[src/rtl/mips_pkg.sv]
// Shared constants for the multicycle MIPS controller: ALU operation codes,
// instruction opcode/funct values, controller state encoding and mux selects.
package mips_pkg;

  // ALU operation codes understood by the datapath ALU
  localparam logic [3:0] ALU_AND  = 4'd0;
  localparam logic [3:0] ALU_OR   = 4'd1;
  localparam logic [3:0] ALU_NOR  = 4'd2;
  localparam logic [3:0] ALU_ADD  = 4'd3;
  localparam logic [3:0] ALU_SLL  = 4'd4;
  localparam logic [3:0] ALU_SRL  = 4'd5;
  localparam logic [3:0] ALU_ADDI = 4'd6;
  localparam logic [3:0] ALU_ORI  = 4'd7;
  localparam logic [3:0] ALU_LUI  = 4'd8;
  localparam logic [3:0] ALU_ANDI = 4'd9;
  localparam logic [3:0] ALU_SUB  = 4'b1010;  // A - B, used for branch compare

  // Opcodes (IR[31:26])
  localparam logic [5:0] OP_RTYPE = 6'h00;
  localparam logic [5:0] OP_J     = 6'h02;
  localparam logic [5:0] OP_BEQ   = 6'h04;
  localparam logic [5:0] OP_BNE   = 6'h05;
  localparam logic [5:0] OP_ADDI  = 6'h08;
  localparam logic [5:0] OP_ANDI  = 6'h0C;
  localparam logic [5:0] OP_ORI   = 6'h0D;
  localparam logic [5:0] OP_LUI   = 6'h0F;
  localparam logic [5:0] OP_LW    = 6'h23;
  localparam logic [5:0] OP_SW    = 6'h2B;

  // R-type funct values (IR[5:0])
  localparam logic [5:0] F_SLL = 6'h00;
  localparam logic [5:0] F_SRL = 6'h02;
  localparam logic [5:0] F_ADD = 6'h20;
  localparam logic [5:0] F_AND = 6'h24;
  localparam logic [5:0] F_OR  = 6'h25;
  localparam logic [5:0] F_NOR = 6'h27;

  // Controller states; FETCH is zero so the reset state reads as all-zero
  typedef enum logic [3:0] {
    S_FETCH    = 4'd0,
    S_DECODE   = 4'd1,
    S_EXEC_R   = 4'd2,
    S_R_WB     = 4'd3,
    S_EXEC_I   = 4'd4,
    S_I_WB     = 4'd5,
    S_MEM_ADDR = 4'd6,
    S_MEM_RD   = 4'd7,
    S_MEM_WB   = 4'd8,
    S_MEM_WR   = 4'd9,
    S_BRANCH   = 4'd10,
    S_JUMP     = 4'd11
  } state_e;

  // ALU B operand select
  localparam logic [1:0] SRCB_B       = 2'b00;
  localparam logic [1:0] SRCB_FOUR    = 2'b01;
  localparam logic [1:0] SRCB_IMM     = 2'b10;
  localparam logic [1:0] SRCB_IMM_SH2 = 2'b11;

  // PC source select
  localparam logic [1:0] PC_ALU    = 2'b00;
  localparam logic [1:0] PC_ALUOUT = 2'b01;
  localparam logic [1:0] PC_JUMP   = 2'b10;

endpackage

[src/rtl/alu_op_decoder.sv]
// Combinational instruction classifier: maps Opcode/Funct to the ALU
// operation, immediate extension mode and whether the encoding is supported.
module alu_op_decoder
  import mips_pkg::*;
(
  input  logic [5:0] Opcode,
  input  logic [5:0] Funct,
  output logic [3:0] ALUOperation,
  output logic       ExtZero,
  output logic       legal
);

  // Decode table; memory/branch/jump opcodes are legal but use ADD here
  always_comb begin
    ALUOperation = ALU_ADD;
    ExtZero      = 1'b0;
    legal        = 1'b1;
    case (Opcode)
      OP_RTYPE: begin
        case (Funct)
          F_ADD:   ALUOperation = ALU_ADD;
          F_AND:   ALUOperation = ALU_AND;
          F_OR:    ALUOperation = ALU_OR;
          F_NOR:   ALUOperation = ALU_NOR;
          F_SLL:   ALUOperation = ALU_SLL;
          F_SRL:   ALUOperation = ALU_SRL;
          default: legal = 1'b0;
        endcase
      end
      OP_ADDI: ALUOperation = ALU_ADDI;
      OP_ANDI: begin
        ALUOperation = ALU_ANDI;
        ExtZero      = 1'b1;
      end
      OP_ORI: begin
        ALUOperation = ALU_ORI;
        ExtZero      = 1'b1;
      end
      OP_LUI: ALUOperation = ALU_LUI;
      OP_LW, OP_SW, OP_BEQ, OP_BNE, OP_J: legal = 1'b1;
      default: legal = 1'b0;
    endcase
  end

endmodule

[src/rtl/mips_multicycle_control.sv]
// Multicycle MIPS control FSM with Moore datapath controls, memory-ready
// stalls, illegal-instruction pulse and a retired-instruction counter.
// Handshake: MemReady=1 in FETCH/MEM_RD/MEM_WR means the memory access
// presented this cycle completes at the next rising clk; otherwise the
// state and its strobes hold unchanged.
module mips_multicycle_control
  import mips_pkg::*;
(
  input  logic        clk,
  input  logic        reset,
  input  logic [5:0]  Opcode,
  input  logic [5:0]  Funct,
  input  logic        Zero,
  input  logic        MemReady,
  output logic [3:0]  ALUOperation,
  output logic        ALUSrcA,
  output logic [1:0]  ALUSrcB,
  output logic        ExtZero,
  output logic        IorD,
  output logic        MemRead,
  output logic        MemWrite,
  output logic        IRWrite,
  output logic        RegDst,
  output logic        MemtoReg,
  output logic        RegWrite,
  output logic        PCEn,
  output logic [1:0]  PCSource,
  output logic        IllegalInstr,
  output logic [31:0] RetiredCount,
  output logic [3:0]  o_dbg_state
);

  state_e      r_state;
  state_e      w_next_state;
  logic [31:0] r_retired_count;
  logic [3:0]  w_dec_op;
  logic        w_dec_extzero;
  logic        w_legal;
  logic        w_retire;

  alu_op_decoder u_dec (
    .Opcode       (Opcode),
    .Funct        (Funct),
    .ALUOperation (w_dec_op),
    .ExtZero      (w_dec_extzero),
    .legal        (w_legal)
  );

  // Next-state selection
  always_comb begin
    w_next_state = S_FETCH;
    case (r_state)
      S_FETCH:    w_next_state = MemReady ? S_DECODE : S_FETCH;
      S_DECODE: begin
        if (!w_legal) begin
          w_next_state = S_FETCH;
        end else begin
          case (Opcode)
            OP_RTYPE:                         w_next_state = S_EXEC_R;
            OP_LW, OP_SW:                     w_next_state = S_MEM_ADDR;
            OP_ADDI, OP_ANDI, OP_ORI, OP_LUI: w_next_state = S_EXEC_I;
            OP_BEQ, OP_BNE:                   w_next_state = S_BRANCH;
            OP_J:                             w_next_state = S_JUMP;
            default:                          w_next_state = S_FETCH;
          endcase
        end
      end
      S_EXEC_R:   w_next_state = S_R_WB;
      S_EXEC_I:   w_next_state = S_I_WB;
      S_MEM_ADDR: w_next_state = (Opcode == OP_LW) ? S_MEM_RD : S_MEM_WR;
      S_MEM_RD:   w_next_state = MemReady ? S_MEM_WB : S_MEM_RD;
      S_MEM_WR:   w_next_state = MemReady ? S_FETCH : S_MEM_WR;
      default:    w_next_state = S_FETCH;  // write-backs, branch, jump, unused codes
    endcase
  end

  // An instruction retires on the edge that returns from its last state
  always_comb begin
    case (r_state)
      S_R_WB, S_I_WB, S_MEM_WB, S_BRANCH, S_JUMP: w_retire = 1'b1;
      S_MEM_WR:                                   w_retire = MemReady;
      default:                                    w_retire = 1'b0;
    endcase
  end

  // State and retired-instruction counter registers
  always_ff @(posedge clk or posedge reset) begin
    if (reset) begin
      r_state         <= S_FETCH;
      r_retired_count <= 32'd0;
    end else begin
      r_state <= w_next_state;
      if (w_retire) r_retired_count <= r_retired_count + 32'd1;
    end
  end

  // Control outputs; forced low while reset is held so strobes drop at once
  always_comb begin
    ALUOperation = 4'd0;
    ALUSrcA      = 1'b0;
    ALUSrcB      = SRCB_B;
    ExtZero      = 1'b0;
    IorD         = 1'b0;
    MemRead      = 1'b0;
    MemWrite     = 1'b0;
    IRWrite      = 1'b0;
    RegDst       = 1'b0;
    MemtoReg     = 1'b0;
    RegWrite     = 1'b0;
    PCEn         = 1'b0;
    PCSource     = PC_ALU;
    IllegalInstr = 1'b0;
    if (!reset) begin
      case (r_state)
        S_FETCH: begin
          MemRead      = 1'b1;
          ALUSrcB      = SRCB_FOUR;
          ALUOperation = ALU_ADD;
          IRWrite      = MemReady;
          PCEn         = MemReady;
        end
        S_DECODE: begin
          ALUSrcB      = SRCB_IMM_SH2;
          ALUOperation = ALU_ADD;
          IllegalInstr = ~w_legal;
        end
        S_EXEC_R: begin
          ALUSrcA      = 1'b1;
          ALUOperation = w_dec_op;
        end
        S_R_WB: begin
          RegDst   = 1'b1;
          RegWrite = 1'b1;
        end
        S_EXEC_I: begin
          ALUSrcA      = 1'b1;
          ALUSrcB      = SRCB_IMM;
          ALUOperation = w_dec_op;
          ExtZero      = w_dec_extzero;
        end
        S_I_WB: RegWrite = 1'b1;
        S_MEM_ADDR: begin
          ALUSrcA      = 1'b1;
          ALUSrcB      = SRCB_IMM;
          ALUOperation = ALU_ADD;
        end
        S_MEM_RD: begin
          MemRead = 1'b1;
          IorD    = 1'b1;
        end
        S_MEM_WB: begin
          MemtoReg = 1'b1;
          RegWrite = 1'b1;
        end
        S_MEM_WR: begin
          MemWrite = 1'b1;
          IorD     = 1'b1;
        end
        S_BRANCH: begin
          ALUSrcA      = 1'b1;
          ALUOperation = ALU_SUB;
          PCSource     = PC_ALUOUT;
          PCEn         = (Opcode == OP_BNE) ? ~Zero : Zero;
        end
        S_JUMP: begin
          PCSource = PC_JUMP;
          PCEn     = 1'b1;
        end
        default: ;
      endcase
    end
  end

  assign RetiredCount = r_retired_count;
  assign o_dbg_state  = r_state;

endmodule

[config.mk]
export PLATFORM = sky130hd
export DESIGN_NAME = mips_multicycle_control
export DESIGN_NICKNAME = d
export VERILOG_FILES = /design/src/rtl/mips_pkg.sv /design/src/rtl/alu_op_decoder.sv /design/src/rtl/mips_multicycle_control.sv
export SDC_FILE = /design/constraint.sdc
export NUM_CORES = 1
export LEC_CHECK = 0
export ABC_AREA = 0
export ABC_CLOCK_PERIOD_IN_PS = 2450
export CELL_PAD_IN_SITES_DETAIL_PLACEMENT = 0
export CELL_PAD_IN_SITES_GLOBAL_PLACEMENT = 1
export CORE_ASPECT_RATIO = 0.9
export CORE_MARGIN = 8
export CORE_UTILIZATION = 35
export CTS_CLUSTER_SIZE = 20
export DETAILED_ROUTE_END_ITERATION = 7
export PLACE_DENSITY_LB_ADDON = 0.1
export SLEW_MARGIN = 20
export SYNTH_ARGS = -nofsm -noshare
export SYNTH_HDL_FRONTEND = slang
export SYNTH_HIERARCHICAL = 1
export SYNTH_SLANG_ARGS = --single-unit
[constraint.sdc]
create_clock -name clk -period 2.45 [get_ports clk]
set_input_delay 0.49 -clock clk [delete_from_list [all_inputs] [get_ports clk]]
set_output_delay 0.49 -clock clk [all_outputs]
set_load 0.005 [all_outputs]
# Yosys cells after proc, flatten, opt, wreduce, memory -nomap -nowiden
# Index checks and enable logic that the tools add are counted.
dict set report totals {
  reg_bits 36
  in_bits 16
  output_inout_bits 55
}
dict set report classes {
  addsub 1
  n_eq_ne 25
  n_mux 42
  bitwise_logic 2
  reduce_logical 17
}
# cell count
set op_table {}
lappend op_table {{$pmux 4 s5} 2}
lappend op_table {{$eq 6x6->1 const B} 6}
lappend op_table {{$add 32x1->32 const B} 1}
lappend op_table {{$pmux 4 s7} 1}
lappend op_table {{$mux 1} 25}
lappend op_table {{$eq 6x4->1 const B} 4}
lappend op_table {{$mux 4} 5}
lappend op_table {{$eq 4x3->1 const B} 4}
lappend op_table {{$eq 4x4->1 const B} 4}
lappend op_table {{$pmux 3 s5} 1}
lappend op_table {{$reduce_or 2->1} 7}
lappend op_table {{$eq 6x2->1 const B} 2}
lappend op_table {{$eq 6x3->1 const B} 2}
lappend op_table {{$logic_not 6->1} 2}
lappend op_table {{$pmux 4 s3} 1}
lappend op_table {{$reduce_or 9->1} 1}
lappend op_table {{$eq 4x2->1 const B} 2}
lappend op_table {{$reduce_or 4->1} 2}
lappend op_table {{$pmux 2 s3} 1}
lappend op_table {{$reduce_or 3->1} 2}
lappend op_table {{$reduce_or 6->1} 1}
lappend op_table {{$reduce_or 5->1} 1}
lappend op_table {{$eq 4x1->1 const B} 1}
lappend op_table {{$logic_not 4->1} 1}
lappend op_table {{other kinds (5)} 8}

# Longest topological paths before layout
dict set report depth {
  word_depth 7
  ltp_mapped 9
  ltp_nobuf 8
}

# By module
# Netlist, hierarchy kept.
# module instances cells_per_inst area_per_inst_um2 seq_area_each_um2
set by_module_without_submodules {}
lappend by_module_without_submodules {mips_multicycle_control 1 235 2182.1 900.9}
lappend by_module_without_submodules {alu_op_decoder 1 39 241.5 0.0}

# Worst setup path before layout
# No wires, ideal clock.
dict set report synth_path {
  path_type {input -> output}
  from {input port Opcode[2]}
  to {output port ALUOperation[1]}
  arrival_time_ns 1.785
  required_time_ns 1.960
  setup_slack_ns 0.175
  path_stages 9
  path_buffers 1
  path_cell_list {buf_6 > or3_4 > nor3_2 > o21a_1 > o21ai_1 > nor2b_1 > a21oi_1 > a2bb2oi_1 > nor2_1}
}
dict set report synth_via {
  elab_chain_len 4
}
# item line
set synth_rtl {}
lappend synth_rtl {{start, declared} mips_multicycle_control.sv:11} ;# input logic [5:0] Opcode,
lappend synth_rtl {{$eq 6x4->1 or $logic_not 6->1 (tied branches)} alu_op_decoder.sv:18} ;# case (Opcode)
lappend synth_rtl {{$pmux 4 s5 (*)} alu_op_decoder.sv:18}
lappend synth_rtl {{net w_dec_op[1]} mips_multicycle_control.sv:36} ;# logic [3:0] w_dec_op;
lappend synth_rtl {{$pmux 4 s3 (*)} mips_multicycle_control.sv:114} ;# case (r_state)
lappend synth_rtl {{$mux 4 (*)} mips_multicycle_control.sv:113} ;# if (!reset) begin
lappend synth_rtl {{end, declared} mips_multicycle_control.sv:15} ;# output logic [3:0] ALUOperation,
# Mark *: on every way through the listed nets, which the timed path passes. The rest lies on a longest branch.

# Worst setup path in the final report
dict set report layout_path {
  from {input port Funct[3]}
  to {output port ALUOperation[1]}
}
dict set report layout_via {
  elab_chain_len 5
}
# item line
set layout_rtl {}
lappend layout_rtl {{start, declared} mips_multicycle_control.sv:12} ;# input logic [5:0] Funct,
lappend layout_rtl {{$eq 6x2->1 (tied with other cells)} alu_op_decoder.sv:20} ;# case (Funct)
lappend layout_rtl {{$pmux 3 s5 (*)} alu_op_decoder.sv:20}
lappend layout_rtl {{$pmux 4 s5 (*)} alu_op_decoder.sv:18}
lappend layout_rtl {{net w_dec_op[1]} mips_multicycle_control.sv:36}
lappend layout_rtl {{$pmux 4 s3 (*)} mips_multicycle_control.sv:114}
lappend layout_rtl {{$mux 4 (*)} mips_multicycle_control.sv:113}
# Marked as above.

==> results.txt <==
----------------------------------------------------
[Status]
  Result of the run ... finished, violations left
  Violated checks ... setup timing

[Critical path]
  Top cell family by delay on the critical path ... simple AND/OR/NAND/NOR gates
  Crit path capture type ... output port
  Max incr delay on CP ... about 380 ps
  Sequence of cells on the critical path ... clkdlybuf4s15_1 > or3_4 > nor3_4 > o21a_1 > o21ai_1 > nor2b_4 > a21oi_2 > a2bb2oi_2 > nor2_1 > buf_2
  Critical path start-end classification ... in2out
  Largest fanout on the critical path ... 2
  Worst path bufs/invs ... 2
  CP Launch Type ... primary input
  Arrival time of data at the critical path endpoint ... 1970 ps
  Required time of the critical path ... 1960 ps
  Critical-path top delay cell ... sky130_fd_sc_hd__or3_4

[Synth]
  Mean cell area of the mapped netlist ... ~8.8 sq um
  Total number of yosys warnings ... 6
  Sequential area share after synthesis ... 37.2%
  Syn_nets ... 291
  Area of the mapped netlist ... 2420 sq um
  Number of enable-type register cells in the synthesized netlist ... 0
  Distinct cells, synth ... 59
  Synthesized netlist cell count ... 274
  Fraction of synthesis flops using an asynchronous set or reset pin ... 100%
  Top flip-flop cell by instance count after synthesis ... sky130_fd_sc_hd__dfrtp_1
  Number of synthesized register bits ... 36

[Global routing]
  Wire length of the first global-routing pass ... 12,600 um
  Total GRT Usage ... 15.0%
  Total overflow reported by the global router ... 0
  Via count of the first global-routing pass ... about 2,600
  Number of antenna violations at the first check in global routing ... 0
  Largest net degree at the start of global routing ... 37

[Floorplan]
  Die area ... 9850 sq um
  Initial standard-cell utilization of the core ... 36.4%
  Die X ... between 100 and 150 um
  Vertical extent of the die ... between 90 and 100 um
  IO Count ... 71
  Placeable core area ... 6660 sq um
  Row cnt ... 28

[Clock network]
  TritonCTS clock tree ... built
  Clock latency at the later pin of the worst-skew pair ... approximately 280 ps
  Hold Buf Count CTS ... 0
  CTS clock-pin slew for the worst setup and hold paths ... about 70 ps
  Clock Path Buffers ... 2
  Number of levels in the clock H-tree ... 2
  Clock root cell ... sky130_fd_sc_hd__clkbuf_8
  Clock buffer count from CTS ... 5
  Clock sink count ... 36

[Routing]
  Detail-routed net length per standard cell ... 14.9 um
  Post-detailed-route via-to-cell ratio ... around 5.1
  Routed vias ... 2,480
  Post-detailed-route count of antenna-violating nets ... 0
  Number of remaining DRC errors ... 0
  Wire length reported by the detailed router ... about 7300 um
  Number of iterations in the first detailed-routing pass ... 4
  Number of DRC markers after the initial detailed-route iteration ... 84

[Power]
  Power per cell area ... about 370 nW/um^2
  Max IR drop VDD ... 0.000412 V
  Lkg Pwr ... roughly 0.0018 uW

[Timing]
  Minimum period implied by the final worst setup slack ... 2460 ps
  Hold violation total from the final report ... 0
  Max Fclk ... between 0.4 and 0.5 GHz
  Unrepaired setup endpoints after global routing ... yes
  Final WS setup ... -6.69 ps
  Max-slew violation count ... 0
  Max-slew headroom ... a little under 70%
  Finish-stage setup viols ... 1
  Setup TNS Final ... -6.69 ps
  Period Utilization, post-route ... 100%
  Transition time of the tightest slew-check pin ... around 460 ps
  Final Skew ... 10.5 ps

[Placed design]
  Post-placement cell area ... 3480 sq um
  Weighted congestion at the end of routability-driven global placement ... around 0.85
  Dpl hpwl ... 5560 um
  Cells after DPL ... 463
  PortBufs ... 70

[Cells and area]
  FILL cells ... 592
  Number of antenna diodes ... 0
  Area growth from synthesis to final layout ... 60.0%
  Layout net count ... around 420
  Final instance area ... around 3900 sq um
  Non-filler cells in the finished layout ... 491
  Proportion of layout cells with a drive suffix above 1 ... between 20 and 30%

[Job]
  Max-cap check violation count ... 0

[Min path]
  Worst hold-check path type ... reg2reg

----------------------------------------------------
-- report_power, final --
part	leakage, uW	total (uW)	internal, uW	switching (uW)
combinational	0.00129	347	194	154
clock	0.0000445	429	228	200
sequential	0.000475	658	622	36.0
total	0.00181	1430	1040	390
-- layout by cell type (no fill, tap or decap), types with 4 or more instances in the layout --
cell type                          n
sky130_fd_sc_hd__buf_4            53
sky130_fd_sc_hd__clkdlybuf4s50_1  47
sky130_fd_sc_hd__dfrtp_1          32
sky130_fd_sc_hd__nand2_1          27
sky130_fd_sc_hd__nor2_1           26
sky130_fd_sc_hd__xnor2_1          18
sky130_fd_sc_hd__xor2_1           16
sky130_fd_sc_hd__nand4_1          11
sky130_fd_sc_hd__dlygate4sd2_1    11
sky130_fd_sc_hd__nand3_1          10
sky130_fd_sc_hd__inv_1             9
sky130_fd_sc_hd__nor2b_1           9
sky130_fd_sc_hd__nor3_1            7
sky130_fd_sc_hd__and3_1            6
sky130_fd_sc_hd__a21oi_1           6
sky130_fd_sc_hd__clkbuf_8          6
sky130_fd_sc_hd__nor3_2            5
sky130_fd_sc_hd__buf_6             5
sky130_fd_sc_hd__nor4_2            4
sky130_fd_sc_hd__dfrtp_2           4
sky130_fd_sc_hd__buf_2             4
-- kinds of logic (layout without fill, tap and decap cells) --
group,after synthesis,count (layout),share of synthesized area [%]
buffers and inverters,19,146,3.61
AOI/OAI and AO/OA,37,37,10.6
adders and majority gates,1,1,0.516
DFF,36,36,37.2
muxes,2,2,0.826
xor gates and xnor gates,35,35,12.6
and+or+nand+nor,144,144,34.6
-- metal layers --
layer | GRT usage (%) | up-vias | part of all wire, %
met5 | 0 | - | 0
met4 | 2.77 | 0 | 0.93
met3 | 3.74 | 8 | 4.3
li1 | - | 1229 | -
met2 | 26.1 | 49 | 48
met1 | 18.6 | 1194 | 47
-- layout make-up --
cell class	count	area, sq um	share of cell area (%)
flip-flops and latches	36	906	23.4
repair buffers	129	1140	29.5
well taps	90	113	2.90
clock buffers	7	86.3	2.23
multi-input cells	219	1590	41.0
clock inverters	1	7.51	0.194
inverters	9	33.8	0.871
-- through the flow --
step | total power, uW | util (%) | worst slack (ps) | hold WS [ps]
floorplan | 791 | - | 175 | 468
global placement | 981 | 52.2 | -666 | 460
detailed placement | 983 | 52.2 | -670 | 474
CTS | 1450 | 57.2 | -18.1 | 484
global route | 1520 | 58.3 | -104 | 505
finish | 1430 | 58.3 | -6.69 | 480
-- repair_timing --
action,CTS,global route
gates resized for setup,73,12
endpoints found under the hold margin,0,0
pin swaps,17,6
gates cloned,0,0
buffers inserted,16,4
endpoints found under the setup margin,16,13
-- synthesized netlist by cell type, types with 3 or more instances --
cell / instances / area (sq um)
sky130_fd_sc_hd__dfrtp_1: 36 / 901
sky130_fd_sc_hd__nor2_1: 30 / 113
sky130_fd_sc_hd__nand2_1: 27 / 101
sky130_fd_sc_hd__xnor2_1: 19 / 166
sky130_fd_sc_hd__xor2_1: 16 / 140
sky130_fd_sc_hd__nor3_1: 12 / 60.1
sky130_fd_sc_hd__nand3_1: 11 / 55.1
sky130_fd_sc_hd__nand4_1: 11 / 68.8
sky130_fd_sc_hd__nor2b_1: 10 / 62.6
sky130_fd_sc_hd__a21oi_1: 9 / 45.0
sky130_fd_sc_hd__inv_1: 9 / 33.8
sky130_fd_sc_hd__and3_1: 6 / 37.5
sky130_fd_sc_hd__clkbuf_1: 4 / 15.0
sky130_fd_sc_hd__nor3b_1: 4 / 30.0
sky130_fd_sc_hd__a22oi_1: 3 / 22.5
sky130_fd_sc_hd__and4_1: 3 / 26.3
sky130_fd_sc_hd__buf_1: 3 / 11.3
sky130_fd_sc_hd__nand2b_1: 3 / 18.8
sky130_fd_sc_hd__nor4b_1: 3 / 26.3
sky130_fd_sc_hd__o21ai_0: 3 / 15.0
sky130_fd_sc_hd__o31ai_1: 3 / 22.5
-- flip-flops by register name (all words and copies together) (netlist names) --
name and count:
o_dbg_state 4, RetiredCount 32
-- final timing paths --
kind	from	end	slack (ps)	cells after the start
setup / recovery	Funct[3]	ALUOperation[1]	-7	10
hold / removal	RetiredCount[31]	RetiredCount[31]	480	1
setup reg to reg	o_dbg_state[0]	RetiredCount[28]	440	7
hold reg to reg	RetiredCount[31]	RetiredCount[31]	480	1
max in group asynchronous	reset	o_dbg_state[2]	1330	4
min in group asynchronous	reset	RetiredCount[2]	770	4
-- worst register-to-register path, stage by stage, from the launching register on --
cell	delay (ps)
sky130_fd_sc_hd__dfrtp_2	440
sky130_fd_sc_hd__buf_4	150
sky130_fd_sc_hd__buf_4	140
sky130_fd_sc_hd__nor2b_1	170
sky130_fd_sc_hd__o211ai_2	300
sky130_fd_sc_hd__nand4_1	320
sky130_fd_sc_hd__nand2b_1	260
sky130_fd_sc_hd__xnor2_1	120
No activity file was read; power rests on OpenSTA's default activity.
